File: src/rtl/core_bus_arbiter.sv
`default_nettype none
// ============================================================================
// Module   : core_bus_arbiter
// Brief    : Serialising AXI4-lite arbiter, data-priority with ifetch anti-starvation
// Revision : 1.0
// ============================================================================
module core_bus_arbiter #(
  parameter int STARVE_LIMIT = 4,
  parameter int ADDR_W       = 32,
  parameter int DATA_W       = 32
) (
  input  logic                clk,
  input  logic                rst,
  // ifetch slave port
  input  logic [ADDR_W-1:0]   ifetch_awaddr,
  input  logic                ifetch_awvalid,
  output logic                ifetch_awready,
  input  logic [DATA_W-1:0]   ifetch_wdata,
  input  logic [DATA_W/8-1:0] ifetch_wstrb,
  input  logic                ifetch_wvalid,
  output logic                ifetch_wready,
  output logic [1:0]          ifetch_bresp,
  output logic                ifetch_bvalid,
  input  logic                ifetch_bready,
  input  logic [ADDR_W-1:0]   ifetch_araddr,
  input  logic                ifetch_arvalid,
  output logic                ifetch_arready,
  output logic [DATA_W-1:0]   ifetch_rdata,
  output logic [1:0]          ifetch_rresp,
  output logic                ifetch_rvalid,
  input  logic                ifetch_rready,
  // data slave port
  input  logic [ADDR_W-1:0]   data_awaddr,
  input  logic                data_awvalid,
  output logic                data_awready,
  input  logic [DATA_W-1:0]   data_wdata,
  input  logic [DATA_W/8-1:0] data_wstrb,
  input  logic                data_wvalid,
  output logic                data_wready,
  output logic [1:0]          data_bresp,
  output logic                data_bvalid,
  input  logic                data_bready,
  input  logic [ADDR_W-1:0]   data_araddr,
  input  logic                data_arvalid,
  output logic                data_arready,
  output logic [DATA_W-1:0]   data_rdata,
  output logic [1:0]          data_rresp,
  output logic                data_rvalid,
  input  logic                data_rready,
  // system master port
  output logic [ADDR_W-1:0]   sys_awaddr,
  output logic                sys_awvalid,
  input  logic                sys_awready,
  output logic [DATA_W-1:0]   sys_wdata,
  output logic [DATA_W/8-1:0] sys_wstrb,
  output logic                sys_wvalid,
  input  logic                sys_wready,
  input  logic [1:0]          sys_bresp,
  input  logic                sys_bvalid,
  output logic                sys_bready,
  output logic [ADDR_W-1:0]   sys_araddr,
  output logic                sys_arvalid,
  input  logic                sys_arready,
  input  logic [DATA_W-1:0]   sys_rdata,
  input  logic [1:0]          sys_rresp,
  input  logic                sys_rvalid,
  output logic                sys_rready,
  output logic                busy,
  output logic                grant_data
);

  typedef enum logic [2:0] {
    S_IDLE    = 3'd0,
    S_RD_ADDR = 3'd1,
    S_RD_RESP = 3'd2,
    S_WR_ADDR = 3'd3,
    S_WR_RESP = 3'd4
  } state_t;

  localparam logic [3:0] c_starve_limit = 4'(STARVE_LIMIT);

  state_t     r_state;
  logic       r_sel_data;
  logic       r_aw_done;
  logic       r_w_done;
  logic [3:0] r_starve_cnt;

  logic w_if_req, w_d_req, w_pick_data, w_win_rd, w_sel_if;
  logic w_ar_hs, w_r_hs, w_aw_hs, w_w_hs, w_b_hs;
  logic w_st_ra, w_st_rr, w_st_wa, w_st_wr;

  assign w_if_req    = ifetch_arvalid | ifetch_awvalid;
  assign w_d_req     = data_arvalid | data_awvalid;
  // Data wins unless ifetch has waited through STARVE_LIMIT data grants
  assign w_pick_data = w_d_req & ~(w_if_req & (r_starve_cnt == c_starve_limit));
  assign w_win_rd    = w_pick_data ? data_arvalid : ifetch_arvalid;
  assign w_sel_if    = ~r_sel_data;

  assign w_st_ra = (r_state == S_RD_ADDR);
  assign w_st_rr = (r_state == S_RD_RESP);
  assign w_st_wa = (r_state == S_WR_ADDR);
  assign w_st_wr = (r_state == S_WR_RESP);

  // Master side: forward the latched winner, valids gated by phase
  assign sys_araddr  = r_sel_data ? data_araddr : ifetch_araddr;
  assign sys_arvalid = w_st_ra & (r_sel_data ? data_arvalid : ifetch_arvalid);
  assign sys_rready  = w_st_rr & (r_sel_data ? data_rready : ifetch_rready);
  assign sys_awaddr  = r_sel_data ? data_awaddr : ifetch_awaddr;
  assign sys_awvalid = w_st_wa & ~r_aw_done & (r_sel_data ? data_awvalid : ifetch_awvalid);
  assign sys_wdata   = r_sel_data ? data_wdata : ifetch_wdata;
  assign sys_wstrb   = r_sel_data ? data_wstrb : ifetch_wstrb;
  assign sys_wvalid  = w_st_wa & ~r_w_done & (r_sel_data ? data_wvalid : ifetch_wvalid);
  assign sys_bready  = w_st_wr & (r_sel_data ? data_bready : ifetch_bready);

  assign w_ar_hs = sys_arvalid & sys_arready;
  assign w_r_hs  = sys_rvalid & sys_rready;
  assign w_aw_hs = sys_awvalid & sys_awready;
  assign w_w_hs  = sys_wvalid & sys_wready;
  assign w_b_hs  = sys_bvalid & sys_bready;

  assign ifetch_arready = w_sel_if & w_st_ra & sys_arready;
  assign ifetch_rvalid  = w_sel_if & w_st_rr & sys_rvalid;
  assign ifetch_rdata   = sys_rdata;
  assign ifetch_rresp   = sys_rresp;
  assign ifetch_awready = w_sel_if & w_st_wa & ~r_aw_done & sys_awready;
  assign ifetch_wready  = w_sel_if & w_st_wa & ~r_w_done & sys_wready;
  assign ifetch_bvalid  = w_sel_if & w_st_wr & sys_bvalid;
  assign ifetch_bresp   = sys_bresp;

  assign data_arready = r_sel_data & w_st_ra & sys_arready;
  assign data_rvalid  = r_sel_data & w_st_rr & sys_rvalid;
  assign data_rdata   = sys_rdata;
  assign data_rresp   = sys_rresp;
  assign data_awready = r_sel_data & w_st_wa & ~r_aw_done & sys_awready;
  assign data_wready  = r_sel_data & w_st_wa & ~r_w_done & sys_wready;
  assign data_bvalid  = r_sel_data & w_st_wr & sys_bvalid;
  assign data_bresp   = sys_bresp;

  assign busy       = (r_state != S_IDLE);
  assign grant_data = r_sel_data;

  always_ff @(posedge clk) begin
    if (rst) begin
      r_state      <= S_IDLE;
      r_sel_data   <= 1'b0;
      r_aw_done    <= 1'b0;
      r_w_done     <= 1'b0;
      r_starve_cnt <= 4'd0;
    end else begin
      case (r_state)
        S_IDLE: begin
          if (w_if_req | w_d_req) begin
            r_sel_data <= w_pick_data;
            r_aw_done  <= 1'b0;
            r_w_done   <= 1'b0;
            r_state    <= w_win_rd ? S_RD_ADDR : S_WR_ADDR;
            if (w_pick_data && w_if_req)
              r_starve_cnt <= (r_starve_cnt == c_starve_limit) ? r_starve_cnt
                                                               : r_starve_cnt + 4'd1;
            else
              r_starve_cnt <= 4'd0;
          end
        end
        S_RD_ADDR: if (w_ar_hs) r_state <= S_RD_RESP;
        S_RD_RESP: if (w_r_hs)  r_state <= S_IDLE;
        S_WR_ADDR: begin
          // Both channels finishing in the same edge also counts as complete
          if ((r_aw_done | w_aw_hs) && (r_w_done | w_w_hs)) begin
            r_state   <= S_WR_RESP;
            r_aw_done <= 1'b0;
            r_w_done  <= 1'b0;
          end else begin
            r_aw_done <= r_aw_done | w_aw_hs;
            r_w_done  <= r_w_done | w_w_hs;
          end
        end
        S_WR_RESP: if (w_b_hs) r_state <= S_IDLE;
        default:   r_state <= S_IDLE;
      endcase
    end
  end

endmodule
`default_nettype wire

File: config.mk
export PLATFORM = sky130hd
export DESIGN_NAME = core_bus_arbiter
export DESIGN_NICKNAME = d
export VERILOG_FILES = /design/src/rtl/core_bus_arbiter.sv
export SDC_FILE = /design/constraint.sdc
export NUM_CORES = 1
export LEC_CHECK = 0
export ABC_AREA = 1
export BUFFER_PORTS_ARGS = -buffer_cell sky130_fd_sc_hd__buf_2
export CAP_MARGIN = 10
export CORE_AREA = 10 10 164 166
export DETAILED_ROUTE_END_ITERATION = 16
export DIE_AREA = 0 0 174 176
export PLACE_DENSITY_LB_ADDON = 0.3
export SETUP_SLACK_MARGIN = 0.05
export SYNTH_ARGS = -nofsm -noshare
export SYNTH_HDL_FRONTEND = slang
export SYNTH_SLANG_ARGS = --single-unit
File: constraint.sdc
create_clock -name clk -period 3.7 [get_ports clk]
set_clock_uncertainty 0.05 [all_clocks]
set_input_delay 0.555 -clock clk [delete_from_list [all_inputs] [get_ports clk]]
set_output_delay 0.555 -clock clk [all_outputs]
set_load 0.005 [all_outputs]
==> results of run 1 <==
-- placed cells by master (no fill, tap or decap), drive strengths merged --
master / n
nor4: 1
nand2: 324
nor2: 18
clkinv: 1
and2: 1
nand3: 10
ha: 2
buf: 337
inv: 25
dfxtp: 10
a32oi: 1
a21oi: 8
nand4: 3
or2: 1
nor3: 13
o21ai: 8
xor2: 2
o21a: 1
clkbuf: 4
-- cells in the mapped netlist, drive strengths merged (2+ instances only) --
library cell and instances:
inv 26, nor2 18, buf 81, a21oi 8
dfxtp 10, xor2 2, nor3 13, nand4 3
nand2 324, ha 2, o21ai 8, nand3 10
clkbuf 14
-- cell type report --
type                    count  area (um^2)
fillers                  2869        19700
multi-input cells         393         1610
clock buffers               4         78.8
repair buffers            337         1700
well taps                 324          405
flip-flops and latches     10          204
inverters                  26         98.8
-- report_power, final --
group	total [W]	internal [W]	switching, W	leakage (nW)
sequential	0.000180	0.000132	0.0000472	0.0823
clock	0.000195	0.000144	0.0000508	0.0382
combinational	0.00134	0.000537	0.000808	2.53
-- worst max-delay path by stage --
stage                          end  cells past startpoint
global route           data_rvalid                      4
finish                  sys_wvalid                      4
floorplan           sys_awaddr[10]                      5
CTS                    data_rvalid                      4
global placement       data_rvalid                      4
detailed placement     data_rvalid                      4
-- sequential cells by signal (all words and copies together) (netlist names) --
name          flops
r_starve_cnt      4
r_state           3
grant_data        1
r_aw_done         1
r_w_done          1
-- worst max-delay path, cell delays in order (launching register included) --
cell and delay (ns):
sky130_fd_sc_hd__dfxtp_4 0.50, sky130_fd_sc_hd__buf_4 0.46, sky130_fd_sc_hd__nor2_1 0.13, sky130_fd_sc_hd__nor4_1 0.33, sky130_fd_sc_hd__buf_2 0.18
-- metrics by stage --
step	setup WS, ns	hold slack (ns)	power [W]
after global routing	1.05	0.476	0.00195
final	1.23	0.452	0.00172
after CTS	1.16	0.457	0.00178
after global placement	1.44	0.442	0.00158
after detailed placement	1.42	0.446	0.00157
after floorplan	2.03	0.420	0.000953
-- kinds of logic (layout without fill, tap and decap cells) --
| group | after synthesis | count (layout) | synth area share (%) |
|---|---|---|---|
| buffers and inverters | 121 | 367 | 29.0 |
| AOI/OAI and AO/OA | 18 | 18 | 4.06 |
| adders and majority gates | 2 | 2 | 0.979 |
| xor gates and xnor gates | 2 | 2 | 0.686 |
| and+or+nand+nor | 371 | 371 | 57.4 |
| DFF | 10 | 10 | 7.84 |
-- layer usage --
metal	share of wire (%)	up-vias	track usage (%)
met5	0.21	-	0
met3	10	40	3.93
met1	37	1568	9.50
met4	2.8	6	3.03
li1	-	2000	-
met2	49	245	17.3
==> metrics.md, run 1 <==
| Metric | Value |
|---|---|
| Outcome | `completed` |
| Count of cells along the worst register-to-register path | `10` |
| Count of unresolved DRC violations after routing | `0` |
| Pin count of the biggest net entering global routing | `51` |
| Placed wire-length estimate after detailed placement | `14.1 mm` |
| Reg2reg setup slack | `1.68 ns` |
| H-tree depth | `1` |
| Core utilization of the finished layout | `17.2%` |
| Via count | `3859` |
| Maximum Capacitance Violations | `0` |
| Clock latency at the later pin of the worst-skew pair | `0.24 ns` |
| Initial antenna violation count | `4` |
| Launching point of the worst reg2reg path | `grant_data` |
| Starting Density | `between 10% and 20%` |
| Resized Gates After CTS | `0` |
| Weighted congestion at the end of routability-driven global placement | `around 0.78` |
| Final non-filler cell area | `4100 um^2` |
| Clock-pin slew on the worst setup and hold paths | `0.04 ns` |
| Total CTS buffers | `3` |
| Max Buffers Root-to-Sink | `2` |
| Number of cell rows | `57` |
| First-pass GRT wire length | `23.1 mm` |
| Die Area | `between 30000 and 40000 um^2` |
| Cell area after placement | `around 4000 um^2` |
| Post-route fraction of the period consumed by the critical path | `66.9%` |
| Max-slew headroom at the worst pin | `65.9%` |
| Pre-Repair DR Iteration Count | `6` |
| Post-Synthesis Net Count | `779` |
| DRT antenna net count | `0` |
| Sequential element share of the synthesized area | `roughly 7.8%` |
| Gate Count Post-Synth | `524` |
| Worst Setup End Kind | `primary output` |
| DIE WIDTH | `about 170 um` |
| Core Box Area | `23800 um^2` |
| Setup TNS Final | `0 ns` |
| Critical path peak fanout | `46` |
| Static Leakage | `2.65 nW` |
| Final #Nets | `~1000` |
| Slew at the pin closest to its max-slew limit | `0.512 ns` |
| Final setup violating endpoints | `0` |
| TritonCTS sink count | `10` |
| Total congestion overflow | `0` |
| Kind of critical path | `flip-flop to primary output` |
| Post-layout min period | `2.47 ns` |
| Critical path startpoint category | `flip-flop` |
| Share of layout cells above drive strength 1 | `46.0%` |
| Type of the most critical hold path | `flip-flop to flip-flop` |
| Crit. Startpoint | `grant_data` |
| Setup repair after global routing missed its margin | `no` |
| WHS Path Cells | `2` |
| Clock tree from TritonCTS | `done` |
| Final hold violations | `0` |
| Number of antenna diodes | `0` |
| Total of buffers placed on input and output ports | `approximately 330` |
| Synthesis warning total | `0` |
| Number of unique standard cell types used by synthesis | `28` |
| Initial detailed-routing violation count | `89` |
| Relative area change from synthesis to final layout | `60.3%` |
| Count of flip-flops with a built-in enable after synthesis | `0` |
| I/O pin count | `442` |
| GRT Overall Usage | `around a tenth` |
| Total Routed Length | `15.9 mm` |
| Share of the synthesized area in the top cell type | `47.2%` |
| Synth Area per Inst | `4.88 um^2` |
| Post-CTS setup buffer count | `0` |
| Chip Height | `176 um` |
| Worst ir drop on vdd | `0.119 mV` |
| Via count of the first global-routing pass | `4077` |
| Post-synth top flop | `sky130_fd_sc_hd__dfxtp_1` |
| Worst r2r dst | `r_state[1]` |
| Endpoint with the worst hold slack | `r_starve_cnt[0]` |
| Share of async-settable or async-resettable flops after synthesis | `0%` |
| DP Cell Count | `~1100` |
| Post-CTS Hold Fix Bufs | `0` |
| Per-cell routed wire length | `14.5 um` |
| Area contributors post-synth | `sky130_fd_sc_hd__nand2_1 (47%), sky130_fd_sc_hd__buf_4 (21%), sky130_fd_sc_hd__dfxtp_1 (7.8%), sky130_fd_sc_hd__inv_1 (3.1%), sky130_fd_sc_hd__nor3_1 (2.5%)` |
| Required time reported for the critical path endpoint | `approximately 3.1 ns` |
| Post-DR vias/cell | `3.53` |
| Finished Layout Cells | `1094` |
| Start point of the worst min-delay path | `r_starve_cnt[0]` |
| #FFs+latches synth | `10` |
| Max-slew violation count | `0` |
| Post-Synthesis Cell Area | `2550 um^2` |
| Arrival time worst endpoint | `1.87 ns` |
| Upper clock frequency limit | `404 MHz` |
| Area leader, netlist | `sky130_fd_sc_hd__nand2_1` |
| Power per standard cell area | `420 nW/um^2` |
| Clock root buffer | `sky130_fd_sc_hd__clkbuf_16` |
Power figures use the tool's default switching activity.
==> inputs of run 2 (changes only) <==
--- a/config.mk
+++ b/config.mk
@@ -8,9 +8,9 @@
 export ABC_AREA = 1
 export BUFFER_PORTS_ARGS = -buffer_cell sky130_fd_sc_hd__buf_2
 export CAP_MARGIN = 10
-export CORE_AREA = 10 10 164 166
+export CORE_AREA = 10 10 165 167
 export DETAILED_ROUTE_END_ITERATION = 16
-export DIE_AREA = 0 0 174 176
+export DIE_AREA = 0 0 175 177
 export PLACE_DENSITY_LB_ADDON = 0.3
 export SETUP_SLACK_MARGIN = 0.05
 export SYNTH_ARGS = -nofsm -noshare
==> constraint.sdc (replaced) <==
create_clock -name clk -period 2.35 [get_ports clk]
set_clock_uncertainty 0.05 [all_clocks]
set_input_delay 0.3525 -clock clk [delete_from_list [all_inputs] [get_ports clk]]
set_output_delay 0.3525 -clock clk [all_outputs]
set_load 0.005 [all_outputs]
==> run 2 against run 1 <==
Sequential power rose by 46%. Highest routed layer unchanged. Clock power grew 73%. Register-to-register slack worse by 1.1 ns. Largest cell class unchanged. Via count increased by 1.4%. Utilization up 0.12 points. Combinational power rose by 66%. Global-route usage about the same. Routed wire length rose by 1.6%. Worst hold slack worse by 0.15 ns. Setup slack worse by 0.90 ns. Sequential cell count unchanged.
==> metrics.md, run 2 (synthesis results as in run 1) <==
| Metric | Value |
|---|---|
| Outcome | `completed` |
| Post-route fraction of the period consumed by the critical path | `86.0%` |
| Resized Gates After CTS | `0 (unchanged)` |
| Relative area change from synthesis to final layout | `62.4%` |
| Final setup violating endpoints | `0 (unchanged)` |
| Total of buffers placed on input and output ports | `333 (unchanged)` |
| Via count of the first global-routing pass | `4034 (-1.1%)` |
| Met1 GRT Util | `10.1% (+0.63 points)` |
| Cell internal power dissipation | `0.00136 W (+67%)` |
| Required time reported for the critical path endpoint | `1.95 ns (-1.14 ns)` |
| Pin count of the biggest net entering global routing | `81 (+59%)` |
| Static Leakage | `2.68 nW (+1.2%)` |
| Total CTS buffers | `3 (unchanged)` |
| Number of antenna diodes | `0 (unchanged)` |
| Pre-Repair DR Iteration Count | `4 (-2)` |
| Core Box Area | `24000 um^2 (+0.60%)` |
| Post-CTS Hold Fix Bufs | `0 (unchanged)` |
| Post-CTS setup buffer count | `0 (unchanged)` |
| Critical path's largest stage delay | `0.41 ns (-0.09 ns)` |
| Launching point of the worst reg2reg path | `grant_data` |
| Kind of critical path | `flip-flop to primary output` |
| Area used by sequential logic in the layout | `204 um^2 (unchanged)` |
| TritonCTS sink count | `10 (unchanged)` |
| Crit path cell chain | `buf_4 > nor2_1 > nor4_1 > buf_2` |
| Comb pwr share | `78.7% (+0.5 points)` |
| Upper clock frequency limit | `about 490 MHz` |
| GRT Overall Usage | `9.43% (+0.013 points)` |
| Fill cell total of the finished layout | `2873 (+0.14%)` |
| H-tree depth | `1 (unchanged)` |
| Number of cell rows | `57 (unchanged)` |
| DP Cell Count | `1094 (+0.37%)` |
| Start point of the worst min-delay path | `rst` |
| Clock latency at the later pin of the worst-skew pair | `0.24 ns (about the same)` |
| Slew at the pin closest to its max-slew limit | `0.381 ns (-0.132 ns)` |
| Global Route met2 Usage | `16.4% (-0.90 points)` |
| Share of layout cells above drive strength 1 | `46.4% (+0.41 points)` |
| Final hold violations | `0 (unchanged)` |
| Maximum Capacitance Violations | `0 (unchanged)` |
| Total congestion overflow | `0 (unchanged)` |
| Register ranked first by flip-flop count | `r_starve_cnt` |
| Chip Height | `177 um (+0.57%)` |
| Fraction of power spent switching nets | `52.0% (-0.68 points)` |
| Top library cells by usage in the layout, fill and taps aside | `sky130_fd_sc_hd__buf_2 (333), sky130_fd_sc_hd__nand2_1 (321), sky130_fd_sc_hd__inv_1 (21)` |
| Clock root buffer | `sky130_fd_sc_hd__clkbuf_16` |
| Setup repair after global routing missed its margin | `no` |
| Number of flip-flops under the largest register name | `4 (unchanged)` |
| DIE WIDTH | `175 um (+0.57%)` |
| I/O pin count | `442 (unchanged)` |
| Post-DR vias/cell | `3.56 (+1.1%)` |
| Critical path startpoint category | `flip-flop` |
| Top flop regs | `r_starve_cnt (4), r_state (3)` |
| Per-cell routed wire length | `14.7 um (+1.2%)` |
| Layer with the highest usage after global routing | `met2` |
| Final #Nets | `1030 (+0.39%)` |
| Clock share of power | `12.0% (+0.6 points)` |
| Type of the most critical hold path | `primary input to flip-flop` |
| Clock tree from TritonCTS | `done` |
| Arrival time worst endpoint | `1.62 ns (-0.25 ns)` |
| Count of unresolved DRC violations after routing | `0 (unchanged)` |
| Critical path peak fanout | `34 (-26%)` |
| Clock-pin slew on the worst setup and hold paths | `0.04 ns (about the same)` |
| Starting Density | `10.7% (-0.064 points)` |
| Worst Setup End Kind | `primary output` |
| Slowest cell on the critical path | `sky130_fd_sc_hd__dfxtp_4` |
| Total area of multi-input combinational cells | `1610 um^2 (unchanged)` |
| Crit. Startpoint | `grant_data` |
| Post-layout min period | `2.02 ns` |
| Power per standard cell area | `681 nW/um^2 (+62%)` |
| Weighted congestion at the end of routability-driven global placement | `0.771 (-0.71%)` |
| Total Routed Length | `16.1 mm (+1.6%)` |
| First-pass GRT wire length | `23.3 mm (+1.0%)` |
| Worst ir drop on vdd | `0.278 mV (+130%)` |
| Die Area | `31000 um^2 (+1.1%)` |
| Flop pwr share | `9.3% (-1.1 points)` |
| Via count | `3914 (+1.4%)` |
| Leading cell type in the layout, fill and taps excluded | `sky130_fd_sc_hd__buf_2` |
| Initial antenna violation count | `2 (-2)` |
| Max Buffers Root-to-Sink | `2 (unchanged)` |
| Finished Layout Cells | `1098 (+0.37%)` |
| Max-slew violation count | `0 (unchanged)` |
| Max-slew headroom at the worst pin | `74.4% (+8.6 points)` |
| Initial detailed-routing violation count | `116 (+30%)` |
| DRT antenna net count | `0 (unchanged)` |
| Net switching power | `0.00147 W (+62%)` |
| Met3 Use GR | `4.10% (+0.17 points)` |
| Placed wire-length estimate after detailed placement | `14.5 mm (+2.9%)` |
| Setup TNS Final | `0 ns (unchanged)` |
## run 2: cell count changes in the layout (fill, tap and decap cells not counted)
cell / change
sky130_fd_sc_hd__clkbuf_1: -1
sky130_fd_sc_hd__buf_12: +1
sky130_fd_sc_hd__buf_4: +3
sky130_fd_sc_hd__clkbuf_8: +1
## run 2: critical path, delay by kind of cell, from the launching register on
kind,cells,cell delay (ns)
buf+inv,2,0.57
simple gates,2,0.38
flops,1,0.41
## run 2: layer usage
layer | up-vias | wire length [um]
li1 | 2010 | -
met1 | 1609 | 6320
met2 | 258 | 7590
met3 | 33 | 1830
met4 | 4 | 364
met5 | - | 22
## run 2: path summary, 6_finish.rpt
path | endpoint | slack, ns | depth (start not counted)
max reg2reg | r_state[1] | 0.60 | 10
max | sys_wvalid | 0.33 | 4
min | r_state[2] | 0.30 | 2
min reg2reg | r_starve_cnt[0] | 0.46 | 2
## run 2: power groups by stage
stage	logic, W	clock network [W]	registers, W
after floorplan	0.00126	0	0.000244
after global placement	0.00231	0	0.000264
after detailed placement	0.00230	0	0.000267
after CTS	0.00231	0.000341	0.000264
after global routing	0.00255	0.000355	0.000270
final	0.00222	0.000338	0.000262
## run 2: per-stage QoR
stage | area (um^2) | util [%] | setup WS (ns) | hold WS, ns | total power [W]
2_1_floorplan | 2550 | - | 0.885 | 0.365 | 0.00150
3_3_place_gp | 4060 | 16.9 | 0.548 | 0.445 | 0.00258
3_5_place_dp | 4060 | 16.9 | 0.547 | 0.449 | 0.00257
4_1_cts | 4150 | 17.3 | 0.284 | 0.298 | 0.00291
5_1_grt | 4150 | 17.3 | 0.139 | 0.304 | 0.00318
6_report | 4150 | 17.3 | 0.330 | 0.304 | 0.00282
## run 2: final cells by class
cell class	count	share of cell area, %
repair buffers	341	41.9
multi-input cells	393	38.9
well taps	324	9.77
flip-flops and latches	10	4.92
inverters	26	2.38
clock buffers	4	2.14
==> inputs of run 3 (changes only) <==
--- a/config.mk
+++ b/config.mk
@@ -5,7 +5,6 @@
 export SDC_FILE = /design/constraint.sdc
 export NUM_CORES = 1
 export LEC_CHECK = 0
-export ABC_AREA = 1
 export BUFFER_PORTS_ARGS = -buffer_cell sky130_fd_sc_hd__buf_2
 export CAP_MARGIN = 10
 export CORE_AREA = 10 10 165 167
==> run 3 against run 2 <==
Area after synthesis is 0.24% lower. Routed wire length is 3.1% higher. Clock power is 1% lower. Sequential cell count stayed put. Utilization is 0.12 points lower. Sequential share of layout area hardly changed. Setup slack worse by 0.083 ns. Critical path depth is 1 lower. Largest cell class unchanged. Largest power group unchanged.
==> metrics.md, run 3 <==
| Metric | Value |
|---|---|
| Slowest cell on the critical path | `sky130_fd_sc_hd__dfxtp_4` |
| Share of async-settable or async-resettable flops after synthesis | `0% (unchanged)` |
| Core Box Area | `24000 um^2 (unchanged)` |
| Total Routed Length | `16.6 mm (+3.1%)` |
| Max Buffers Root-to-Sink | `2 (unchanged)` |
| Endpoint with the worst hold slack | `grant_data` |
| Global Route met2 Usage | `16.0% (-0.40 points)` |
| Critical path peak fanout | `46 (+35%)` |
| Via count of the first global-routing pass | `3103 (-23%)` |
| Share of the synthesized area in the top cell type | `45.1% (-2.1 points)` |
| First-pass GRT wire length | `22.3 mm (-4.2%)` |
| Maximum Capacitance Violations | `0 (unchanged)` |
| Static Leakage | `2.07 nW (-23%)` |
| Chip Height | `177 um (unchanged)` |
| Synthesis warning total | `0 (unchanged)` |
| Reg2reg setup slack | `0.46 ns (-0.14 ns)` |
| TritonCTS sink count | `10 (unchanged)` |
| Post-route fraction of the period consumed by the critical path | `89.5% (+3.5 points)` |
| Initial detailed-routing violation count | `158 (+36%)` |
| Start point of the worst min-delay path | `rst` |
| Resized Gates After CTS | `0 (unchanged)` |
| #FFs+latches synth | `10 (unchanged)` |
| Number of flip-flops under the largest register name | `4 (unchanged)` |
| Count of cells along the worst register-to-register path | `6 (-4)` |
| Max-slew headroom at the worst pin | `67.1% (-7.3 points)` |
| Share of layout cells above drive strength 1 | `83.3% (+37 points)` |
| Cell with the most instances after synthesis | `sky130_fd_sc_hd__mux2_2` |
| Post-CTS Hold Fix Bufs | `0 (unchanged)` |
| GRT Overall Usage | `9.32% (-0.11 points)` |
| Overall power | `0.00249 W (-12%)` |
| Post-layout min period | `2.10 ns (+0.0834 ns)` |
| Gate Count Post-Synth | `293 (-44%)` |
| DRT antenna net count | `0 (unchanged)` |
| Required time reported for the critical path endpoint | `1.95 ns (about the same)` |
| Top cells by instance count after synthesis | `sky130_fd_sc_hd__mux2_2 (102), sky130_fd_sc_hd__buf_4 (72), sky130_fd_sc_hd__nor2_1 (20), sky130_fd_sc_hd__buf_2 (10), sky130_fd_sc_hd__dfxtp_1 (10)` |
| Number of unique standard cell types used by synthesis | `41 (+46%)` |
| Critical path's largest stage delay | `0.57 ns (+0.16 ns)` |
| Clock-pin slew on the worst setup and hold paths | `0.04 ns (about the same)` |
| Final #Nets | `800 (-22%)` |
| Met1 GRT Util | `11.3% (+1.1 points)` |
| I/O pin count | `442 (unchanged)` |
| Setup repair after global routing missed its margin | `no` |
| Slew at the pin closest to its max-slew limit | `0.489 ns (+0.109 ns)` |
| Crit path cell chain | `buf_12 > mux2_2 > buf_2` |
| Post-Synthesis Net Count | `548 (-30%)` |
| Count of unresolved DRC violations after routing | `0 (unchanged)` |
| Setup TNS Final | `0 ns (unchanged)` |
| Arrival time worst endpoint | `1.70 ns (+0.08 ns)` |
| Sequential element share of the synthesized area | `7.85% (+0.019 points)` |
| Relative area change from synthesis to final layout | `61.7%` |
| WHS Path Cells | `2 (unchanged)` |
| Total congestion overflow | `0 (unchanged)` |
| Total CTS buffers | `3 (unchanged)` |
| Synth Area per Inst | `8.70 um^2 (+78%)` |
| Clock root buffer | `sky130_fd_sc_hd__clkbuf_16` |
| Clock tree from TritonCTS | `done` |
| Combined buffer and inverter count along the critical path | `2 (unchanged)` |
| H-tree depth | `1 (unchanged)` |
| Die Area | `31000 um^2 (unchanged)` |
| DP Cell Count | `864 (-21%)` |
| Post-Synthesis Cell Area | `2550 um^2 (-0.24%)` |
| Power per standard cell area | `604 nW/um^2 (-11%)` |
| Top library cells by usage in the layout, fill and taps aside | `sky130_fd_sc_hd__buf_2 (333), sky130_fd_sc_hd__mux2_2 (102), sky130_fd_sc_hd__nor2_1 (20)` |
| Initial antenna violation count | `0 (-2)` |
| Met3 Use GR | `3.63% (-0.47 points)` |
| Register ranked first by flip-flop count | `r_starve_cnt` |
| Starting Density | `10.6% (-0.026 points)` |
| Area contributors post-synth | `sky130_fd_sc_hd__mux2_2 (45%), sky130_fd_sc_hd__buf_4 (21%), sky130_fd_sc_hd__dfxtp_1 (7.9%), sky130_fd_sc_hd__nor2_1 (2.9%), sky130_fd_sc_hd__buf_2 (2.0%)` |
| Pin count of the biggest net entering global routing | `47 (-42%)` |
| Worst ir drop on vdd | `0.473 mV (+70%)` |
| Worst r2r dst | `r_state[0]` |
| Max-slew violation count | `0 (unchanged)` |
| Final setup violating endpoints | `0 (unchanged)` |
| Worst Setup End Kind | `primary output` |
| Critical path startpoint category | `flip-flop` |
| Post-synth top flop | `sky130_fd_sc_hd__dfxtp_1` |
| Via count | `3032 (-23%)` |
| Kind of cell with the highest combined delay on the critical path | `flip-flops` |
| Launching point of the worst reg2reg path | `grant_data` |
| Kind of critical path | `flip-flop to primary output` |
| Clock latency at the later pin of the worst-skew pair | `0.23 ns (about the same)` |
| Crit. Startpoint | `grant_data` |
| DIE WIDTH | `175 um (unchanged)` |
| Layer with the highest usage after global routing | `met2` |
| Top flop regs | `r_starve_cnt (4), r_state (3)` |
| Finished Layout Cells | `869 (-21%)` |
| Outcome | `completed` |
| Per-cell routed wire length | `19.1 um (+30%)` |
| Count of flip-flops with a built-in enable after synthesis | `0 (unchanged)` |
| Pre-Repair DR Iteration Count | `4 (unchanged)` |
| Upper clock frequency limit | `475 MHz (-4.0%)` |
| Number of cell rows | `57 (unchanged)` |
| Weighted congestion at the end of routability-driven global placement | `0.835 (+8.3%)` |
| Type of the most critical hold path | `primary input to flip-flop` |
| Leading cell type in the layout, fill and taps excluded | `sky130_fd_sc_hd__buf_2` |
| Final hold violations | `0 (unchanged)` |
| Post-CTS setup buffer count | `0 (unchanged)` |
| Total of buffers placed on input and output ports | `333 (unchanged)` |
| Area leader, netlist | `sky130_fd_sc_hd__mux2_2` |
| Post-DR vias/cell | `3.49 (-2.1%)` |
| Placed wire-length estimate after detailed placement | `15.1 mm (+4.3%)` |
## run 3: logic make-up after synthesis
group / synth area share [%]
compound gates: 7.12
xor+xnor: 1.03
fa+ha+maj: 0.982
buf+inv: 25.8
flops: 7.85
mux: 46.2
simple gates: 10.9
## run 3: worst max path at each step
stage          cells past startpoint       endpoint  slack, ns
5_1_grt                            6   data_awready       0.07
2_1_floorplan                      5  sys_wdata[10]       0.61
4_1_cts                            3  sys_wdata[11]       0.23
3_3_place_gp                       6     r_state[0]       0.42
6_report                           3  sys_wdata[11]       0.25
3_5_place_dp                       6     r_state[0]       0.45
## run 3: where the power goes
group | internal (W) | switching [W] | leakage [nW] | total (W)
combinational | 0.000999 | 0.000833 | 1.94 | 0.00183
clock | 0.000256 | 0.0000770 | 0.0442 | 0.000333
sequential | 0.000209 | 0.000114 | 0.0822 | 0.000323
total | 0.00146 | 0.00102 | 2.07 | 0.00249
## run 3: final cells by class
cell class / instances / area [um^2]
antenna: 1 / 2.50
clock buffer: 4 / 88.8
fill: 2744 / 19800
inverter: 6 / 22.5
multi-input combinational: 189 / 1690
sequential: 10 / 204
tap: 324 / 405
timing repair buffer: 335 / 1710
## run 3: stage by stage
stage                     hold WS [ns]  util (%)  area, um^2  setup WS, ns
after detailed placement         0.462      16.8        4030         0.454
after floorplan                  0.372         -        2550         0.607
after CTS                        0.320      17.2        4120         0.231
final                            0.323      17.2        4120         0.246
after global placement           0.458      16.8        4030         0.417
after global routing             0.333      17.2        4120        0.0705
## run 3: layer usage
metal / part of all wire (%) / up-vias
met5: 0 / -
met4: 0.17 / 0
met3: 10 / 4
met2: 50 / 211
met1: 40 / 1356
li1: - / 1461
